File: config.mk
export PLATFORM = sky130hd
export DESIGN_NAME = seg7_mux_reader
export DESIGN_NICKNAME = d
export VERILOG_FILES = /design/src/rtl/seg7_mux_reader.sv
export SDC_FILE = /design/constraint.sdc
export NUM_CORES = 1
export LEC_CHECK = 0
export ABC_AREA = 1
export BUFFER_PORTS_ARGS = -buffer_cell sky130_fd_sc_hd__clkbuf_2
export CORE_ASPECT_RATIO = 2
export CORE_MARGIN = 2
export CORE_UTILIZATION = 45
export DETAILED_ROUTE_END_ITERATION = 12
export PLACE_DENSITY = 0.62
export SYNTH_ARGS = -nofsm -noshare
export SYNTH_HDL_FRONTEND = slang
export SYNTH_SLANG_ARGS = --single-unit
File: constraint.sdc
create_clock -name sysclk -period 2.05 [get_ports sysclk]
set_clock_uncertainty 0.2 [all_clocks]
set_input_delay 0.3075 -clock sysclk [delete_from_list [all_inputs] [get_ports sysclk]]
set_output_delay 0.3075 -clock sysclk [all_outputs]
set_load 0.1 [all_outputs]
File: src/rtl/seg7_mux_reader.sv
// Receiver for the two-digit multiplexed 7-segment bus {cat, segs}: synchronises the bus,
// waits for each digit phase to settle, decodes glyphs to nibbles and assembles a byte.
module seg7_mux_reader #(
    parameter int SYNC_STAGES   = 2,
    parameter int STABLE_CYCLES = 8
) (
    input  logic       sysclk,
    input  logic       rst,
    input  logic [6:0] segs,
    input  logic       cat,
    output logic [3:0] digit0,
    output logic [3:0] digit1,
    output logic       valid0,
    output logic       valid1,
    output logic [7:0] pair,
    output logic       pair_strb,
    output logic       err,
    output logic       state_dbg
);

    typedef enum logic {
        SEEK0 = 1'b0,
        HAVE0 = 1'b1
    } state_t;

    localparam logic [7:0] STABLE_MAX = 8'(STABLE_CYCLES);
    localparam logic [7:0] STABLE_PRE = 8'(STABLE_CYCLES - 1);

    // Returns {hit, value}; hit is 0 for blank and for any non-hex pattern.
    function automatic logic [4:0] glyph_decode(input logic [6:0] g);
        logic [4:0] r;
        case (g)
            7'h3F:   r = {1'b1, 4'h0};
            7'h06:   r = {1'b1, 4'h1};
            7'h5B:   r = {1'b1, 4'h2};
            7'h4F:   r = {1'b1, 4'h3};
            7'h66:   r = {1'b1, 4'h4};
            7'h6D:   r = {1'b1, 4'h5};
            7'h7D:   r = {1'b1, 4'h6};
            7'h07:   r = {1'b1, 4'h7};
            7'h7F:   r = {1'b1, 4'h8};
            7'h6F:   r = {1'b1, 4'h9};
            7'h77:   r = {1'b1, 4'hA};
            7'h7C:   r = {1'b1, 4'hB};
            7'h39:   r = {1'b1, 4'hC};
            7'h5E:   r = {1'b1, 4'hD};
            7'h79:   r = {1'b1, 4'hE};
            7'h71:   r = {1'b1, 4'hF};
            default: r = 5'd0;
        endcase
        return r;
    endfunction

    logic [7:0] sync_q [SYNC_STAGES];
    logic [7:0] sync_d [SYNC_STAGES];
    logic [7:0] cnt_q, cnt_d;
    state_t     state_q, state_d;
    logic [3:0] digit0_q, digit0_d, digit1_q, digit1_d;
    logic       valid0_q, valid0_d, valid1_q, valid1_d;
    logic [7:0] pair_q, pair_d;
    logic       pair_strb_q, pair_strb_d;
    logic       err_q, err_d;

    logic [7:0] bus_s;
    logic [7:0] bus_nxt;
    logic       same;
    logic       capture;
    logic [4:0] dec;
    logic       blank;

    // bus_nxt is the value bus_s takes at the next edge, so the counter clears on the
    // same edge that bus_s changes and capture lands SYNC_STAGES+STABLE_CYCLES edges after the pins.
    assign bus_s   = sync_q[SYNC_STAGES-1];
    assign bus_nxt = sync_q[SYNC_STAGES-2];
    assign same    = (bus_nxt == bus_s);
    assign capture = same && (cnt_q == STABLE_PRE);
    assign dec     = glyph_decode(bus_s[6:0]);
    assign blank   = (bus_s[6:0] == 7'd0);

    always_comb begin
        sync_d[0] = {cat, segs};
        for (int i = 1; i < SYNC_STAGES; i++) begin
            sync_d[i] = sync_q[i-1];
        end
    end

    always_comb begin
        cnt_d       = cnt_q;
        state_d     = state_q;
        digit0_d    = digit0_q;
        digit1_d    = digit1_q;
        valid0_d    = valid0_q;
        valid1_d    = valid1_q;
        pair_d      = pair_q;
        pair_strb_d = 1'b0;
        err_d       = 1'b0;

        if (!same) begin
            cnt_d = 8'd0;
        end else if (cnt_q < STABLE_MAX) begin
            cnt_d = cnt_q + 8'd1;
        end

        if (capture) begin
            if (dec[4]) begin
                if (bus_s[7]) begin
                    digit1_d = dec[3:0];
                    valid1_d = 1'b1;
                end else begin
                    digit0_d = dec[3:0];
                    valid0_d = 1'b1;
                end
            end else begin
                if (bus_s[7]) valid1_d = 1'b0;
                else          valid0_d = 1'b0;
                err_d = !blank;
            end

            case (state_q)
                SEEK0: begin
                    if (dec[4] && !bus_s[7]) state_d = HAVE0;
                end
                HAVE0: begin
                    if (!dec[4]) begin
                        state_d = SEEK0;
                    end else if (bus_s[7]) begin
                        pair_d      = {dec[3:0], digit0_q};
                        pair_strb_d = 1'b1;
                        state_d     = SEEK0;
                    end
                end
                default: state_d = SEEK0;
            endcase
        end
    end

    always_ff @(posedge sysclk) begin
        if (rst) begin
            for (int i = 0; i < SYNC_STAGES; i++) begin
                sync_q[i] <= 8'd0;
            end
            cnt_q       <= 8'd0;
            state_q     <= SEEK0;
            digit0_q    <= 4'd0;
            digit1_q    <= 4'd0;
            valid0_q    <= 1'b0;
            valid1_q    <= 1'b0;
            pair_q      <= 8'd0;
            pair_strb_q <= 1'b0;
            err_q       <= 1'b0;
        end else begin
            for (int i = 0; i < SYNC_STAGES; i++) begin
                sync_q[i] <= sync_d[i];
            end
            cnt_q       <= cnt_d;
            state_q     <= state_d;
            digit0_q    <= digit0_d;
            digit1_q    <= digit1_d;
            valid0_q    <= valid0_d;
            valid1_q    <= valid1_d;
            pair_q      <= pair_d;
            pair_strb_q <= pair_strb_d;
            err_q       <= err_d;
        end
    end

    assign digit0    = digit0_q;
    assign digit1    = digit1_q;
    assign valid0    = valid0_q;
    assign valid1    = valid1_q;
    assign pair      = pair_q;
    assign pair_strb = pair_strb_q;
    assign err       = err_q;
    assign state_dbg = state_q;

endmodule

# After elaboration in Yosys (flattened, before gate mapping)

Memories as Yosys holds them, arrays and structs flattened.
Cells that the tools add are included.

Add/subtract/negate cells: 1
$lt $le $gt $ge: 1
Eq/ne operators: 18
Mux-type cells: 17
Bitwise logic cells: 7
Reductions and logical operators: 13

Operators with widths:

| kind                                                        | number |
|---|---|
| == test 7 bit (second input constant)                       | 12 |
| one-hot mux 5 bit (16 select lines)                         | 1 |
| 2-to-1 mux 8 bit                                            | 2 |
| == test 7 x 3 -> 1 bit (second input constant)              | 2 |
| == test 7 x 6 -> 1 bit (second input constant)              | 2 |
| 2-to-1 mux 1 bit                                            | 13 |
| adder 8 x 1 -> 8 bit (second input constant)                | 1 |
| == test 8 x 3 -> 1 bit (second input constant)              | 1 |
| == test 8 bit                                               | 1 |
| less-than comparator 8 x 4 -> 1 bit (second input constant) | 1 |
| logical NOT 7 bit                                           | 1 |
| AND reduction 3 bit                                         | 2 |
| NOT 1 bit                                                   | 5 |
| AND reduction 2 bit                                         | 2 |
| AND reduction 4 bit                                         | 1 |
| OR reduction 4 bit                                          | 1 |
| OR reduction 3 bit                                          | 1 |
| logical AND 1 bit                                           | 2 |
| logical NOT 1 bit                                           | 2 |
| bitwise OR 1 bit                                            | 2 |
| one-hot mux 1 bit (2 select lines)                          | 1 |
| OR reduction 2 bit                                          | 1 |

Flip-flop bits (word level): 29
RAM bits: 16
Input bits: 10
Output and inout port bits: 21
Logic and storage cells: 67
Memories kept: 1

Memories:

| name   | depth | width | read ports | clocked after Yosys merged registers in | write ports | RTL line | RTL |
|---|---|---|---|---|---|---|---|
| sync_q | 2     | 8     | 2          | 0                                       | 2           | 54       | `logic [7:0] sync_q [SYNC_STAGES];` |

# Depth between registers and ports, before layout

Depth after elaboration: 5
Gate-level depth with buffers: 11
Depth with buffers taken out: 11

# Least setup slack after synthesis

No wires, ideal clock.

Kind: register to register
Start: reg state_q, in the netlist state_dbg
End: reg pair_q[4], in the netlist pair[4]
Setup time: 114 ps
Data arrival time: 1,565 ps
Setup slack: 171 ps
Cell stages (with the launch flop): 6
Period minus slack after synthesis: 1,879 ps
Path through: dfxtp_1 nand2_1 inv_1 nand3_4 nor2_1 nor2_2

Cells in the longest elaborated chain, start to end: 1

RTL lines:

| item                          | RTL line | RTL |
|---|---|---|
| from (decl)                   | 57       | `state_t state_q, state_d;` |
| from (signal assigned)        | 156      | `state_q <= state_d;` |
| AND reduction 4 bit (no line) | --       |  |
| to (signal assigned)          | 161      | `pair_q <= pair_d;` |
| to (decl)                     | 60       | `logic [7:0] pair_q, pair_d;` |

No other way between the ends.
A chain may end at the register's enable or synchronous reset.

==> flow_metrics.py <==
metrics = {
    "clocking": {
        "htreeDepth": 2,
        "clk-insertion-delay-late_ns": 0.30,
        "cts_tree": "yes",
        "path_clk_slew_ns": 0.09,
        "post_cts_buffers": 0,
        "clock_tree.buffer_depth": 2,
        "cts.sinks": 45,
        "numCtsBuffers": 5,
        "clock-root-buffer": "clkbuf_8",
    },
    "routing": {
        "antenna_left": 0,
        "vias": 1779,
        "drtIter0Drc": 11,
        "routed_wl_um": 4203,
        "firstDrtPassIters": 4,
        "via_per_inst": 4.621,
        "wl_per_cell_um": 10.92,
        "route.detailed.drc": 0,
    },
    "placement": {
        "port_buffers": 30,
        "place_congestion": 0.9848,
        "hpwl_um": 3380,
    },
    "floorplanning": {
        "ios": 31,
        "initial_utilization_pct": 47.06,
        "rows": 34,
        "fp.dieH_um": 99.27,
        "die_x_um": 51.63,
        "core_area_mm2": 0.004339,
        "dieArea_mm2": 0.005125,
    },
    "layout": {
        "syn_to_final_growth_pct": 19.24,
        "layout-drive-gt1-share_pct": 21.45,
        "n_antenna_cell": 0,
        "layout_common_cells": "nand2_1 (60), nor2_1 (57), inv_1 (47)",
        "fin_nets": 341,
        "final_common_cell": "nand2_1",
    },
    "logic_synthesis": {
        "synth_compound_area_share_pct": 4.657,
        "synth_fa_ha_area_share_pct": 0.6127,
        "syn_area_mm2": 0.002042,
        "yosysUniqueCellTypes": 27,
        "synthSimpleGateAreaFrac_pct": 37.25,
        "synthCells": 286,
        "syn_avg_cell_area_um2": 7.140,
        "synth_top_family_by_area": "simple AND/OR/NAND/NOR gates",
        "yosys_warnings": 0,
        "seq_area_frac_synth_pct": 44.12,
        "synth_nets": 297,
        "synth_mux_area_share_pct": 0,
        "synth-xor-area-share_pct": 2.574,
        "synth-seq-cells": 45,
    },
    "hold_path": {
        "worstHoldPathType": "reg -> reg",
    },
    "worst_setup_path": {
        "worst_setup_path_end_kind": "flop",
        "endpoint": "digit1[0]",
        "critPathLaunchType": "flop",
        "worst_ep_arrival_time_ns": 1.91,
        "crit_fanout": 6,
        "critical_path_class": "reg -> reg",
        "cp_data_required_time_ns": 2.09,
        "r2r_cells": 6,
        "regToRegSetupSlack_ns": 0.18,
        "r2r_end": "digit1[0]",
        "regToRegStartpoint": "sync_q[0][14]",
        "startpoint": "sync_q[0][14]",
    },
    "power": {
        "power_density_mw_per_mm2": 638.5,
        "fin_total_pwr_mw": 1.555,
        "peakVddDrop_mv": 0.6969,
        "leakage_nw": 1.203,
    },
    "global_route": {
        "grt_max_degree": 24,
        "grt_overflow_total": 0,
        "antenna_found_initial": 0,
        "grt_pass1_wl_um": 7334,
        "grt_usage_pct": 19.03,
        "first_global_vias": 1746,
    },
    "sta": {
        "setup_tns_ns": 0,
        "setup_violations": 0,
        "period_needed_ns": 1.867,
        "hold_viol": 0,
        "grt_setup_unrepaired": "no",
        "timing.final.crit_share_pct": 91.07,
        "relSlewSlack_pct": 62.62,
        "fmax_mhz": 535.7,
        "maxSlewViolCount": 0,
        "worst_slew_pin_slew_ns": 0.5601,
    },
    "run": {
        "maxCapViolations": 0,
    },
    "outcome": {
        "status": "completed",
    },
}
layer usage:
metal | track usage (%) | part of all wire [%]
met3 | 3.153 | 3.1
met1 | 18.27 | 35
met2 | 34.81 | 56
met4 | 13.16 | 6.2
met5 | 0 | 0
state kept, by name, summed over array words and instances, names as in the netlist:
name	count
valid0	1
sync_q	16
pair_strb	1
err	1
cnt_q	8
digit0	4
valid1	1
state_dbg	1
pair	8
digit1	4
worst min-delay path by stage:
stage | start | to | slack, ns | depth (start not counted)
after floorplan | rst | state_dbg | 0.18 | 1
after global placement | sync_q[0][5] | sync_q[0][13] | 0.22 | 2
after detailed placement | sync_q[0][3] | sync_q[0][11] | 0.23 | 2
after CTS | sync_q[0][2] | sync_q[0][10] | 0.24 | 2
after global routing | sync_q[0][5] | sync_q[0][13] | 0.26 | 2
final | sync_q[0][3] | sync_q[0][11] | 0.23 | 2
report_power, final:
part           leakage [nW]  total [mW]  internal [mW]  switching (mW)
logic                 0.792       0.100         0.0450          0.0551
clock network        0.0445       0.550          0.242           0.308
registers             0.367       0.904          0.889          0.0151
total                  1.20        1.55           1.18           0.379
per-stage QoR:
stage                     setup WS, ns  utilization [%]  std cells  instance area, µm²  hold slack (ns)
final                           0.1831            56.11        385                2435           0.2313
after global routing          0.001824            56.11        385                2435           0.2554
after CTS                       0.1633            56.06        385                2432           0.2402
after detailed placement        0.1761            52.13        369                2262           0.2276
after global placement          0.2011            52.13        369                2262           0.2213
after floorplan                 0.1712                -        286                2042           0.1766
logic make-up after synthesis:
group,after synthesis
adder cells (fa/ha/maj),1
AND/OR/NAND/NOR,158
XOR/XNOR,6
AO/OA/AOI/OAI,18
flip-flops,45
buffers and inverters,58
synth_stat cells:
cell	instances	area share (%)
nor4_1	1	0.31
nand3b_1	3	1.1
a21oi_1	7	1.7
o21ai_1	6	1.5
clkbuf_1	2	0.37
inv_2	7	1.3
nor3_1	3	0.74
inv_1	47	8.6
nor2_2	9	2.8
nand3_2	1	0.49
nand2_4	2	1.1
nor3b_1	1	0.37
nand4_1	9	2.8
ha_1	1	0.61
dfxtp_1	45	44
xnor2_1	6	2.6
o21ai_0	3	0.74
buf_2	1	0.24
nand2_1	60	11
nor2_4	4	2.2
nand3_1	3	0.74
nor2_1	57	10
nand2_2	2	0.61
nand3_4	3	2.6
clkinv_2	1	0.24
o2111ai_1	1	0.43
a31oi_1	1	0.31
worst max-delay path, cell delays in order (launching register included):
cell	delay [ns]
dfxtp_1	0.44
nand2_1	0.13
nor2_2	0.17
nand2_1	0.13
o2111ai_1	0.50
o21ai_1	0.16
nor2_1	0.10
repair_timing:
item / in CTS / in global routing
setup endpoints to repair: 0 / 1
endpoints found under the hold margin: 8 / 0
gates resized for setup: 0 / 2
hold buffers: 8 / 0
area by class of cell:
class / count / area [µm²]
repair buffers: 40 / 245.2
well taps: 54 / 67.56
multi-input cells: 183 / 920.9
clock inverters: 3 / 21.27
inverters: 55 / 207.7
flip-flops and latches: 45 / 903.4
clock buffers: 5 / 68.82
fillers: 464 / 1904
Note: power is estimated with default switching activity, not from simulation.
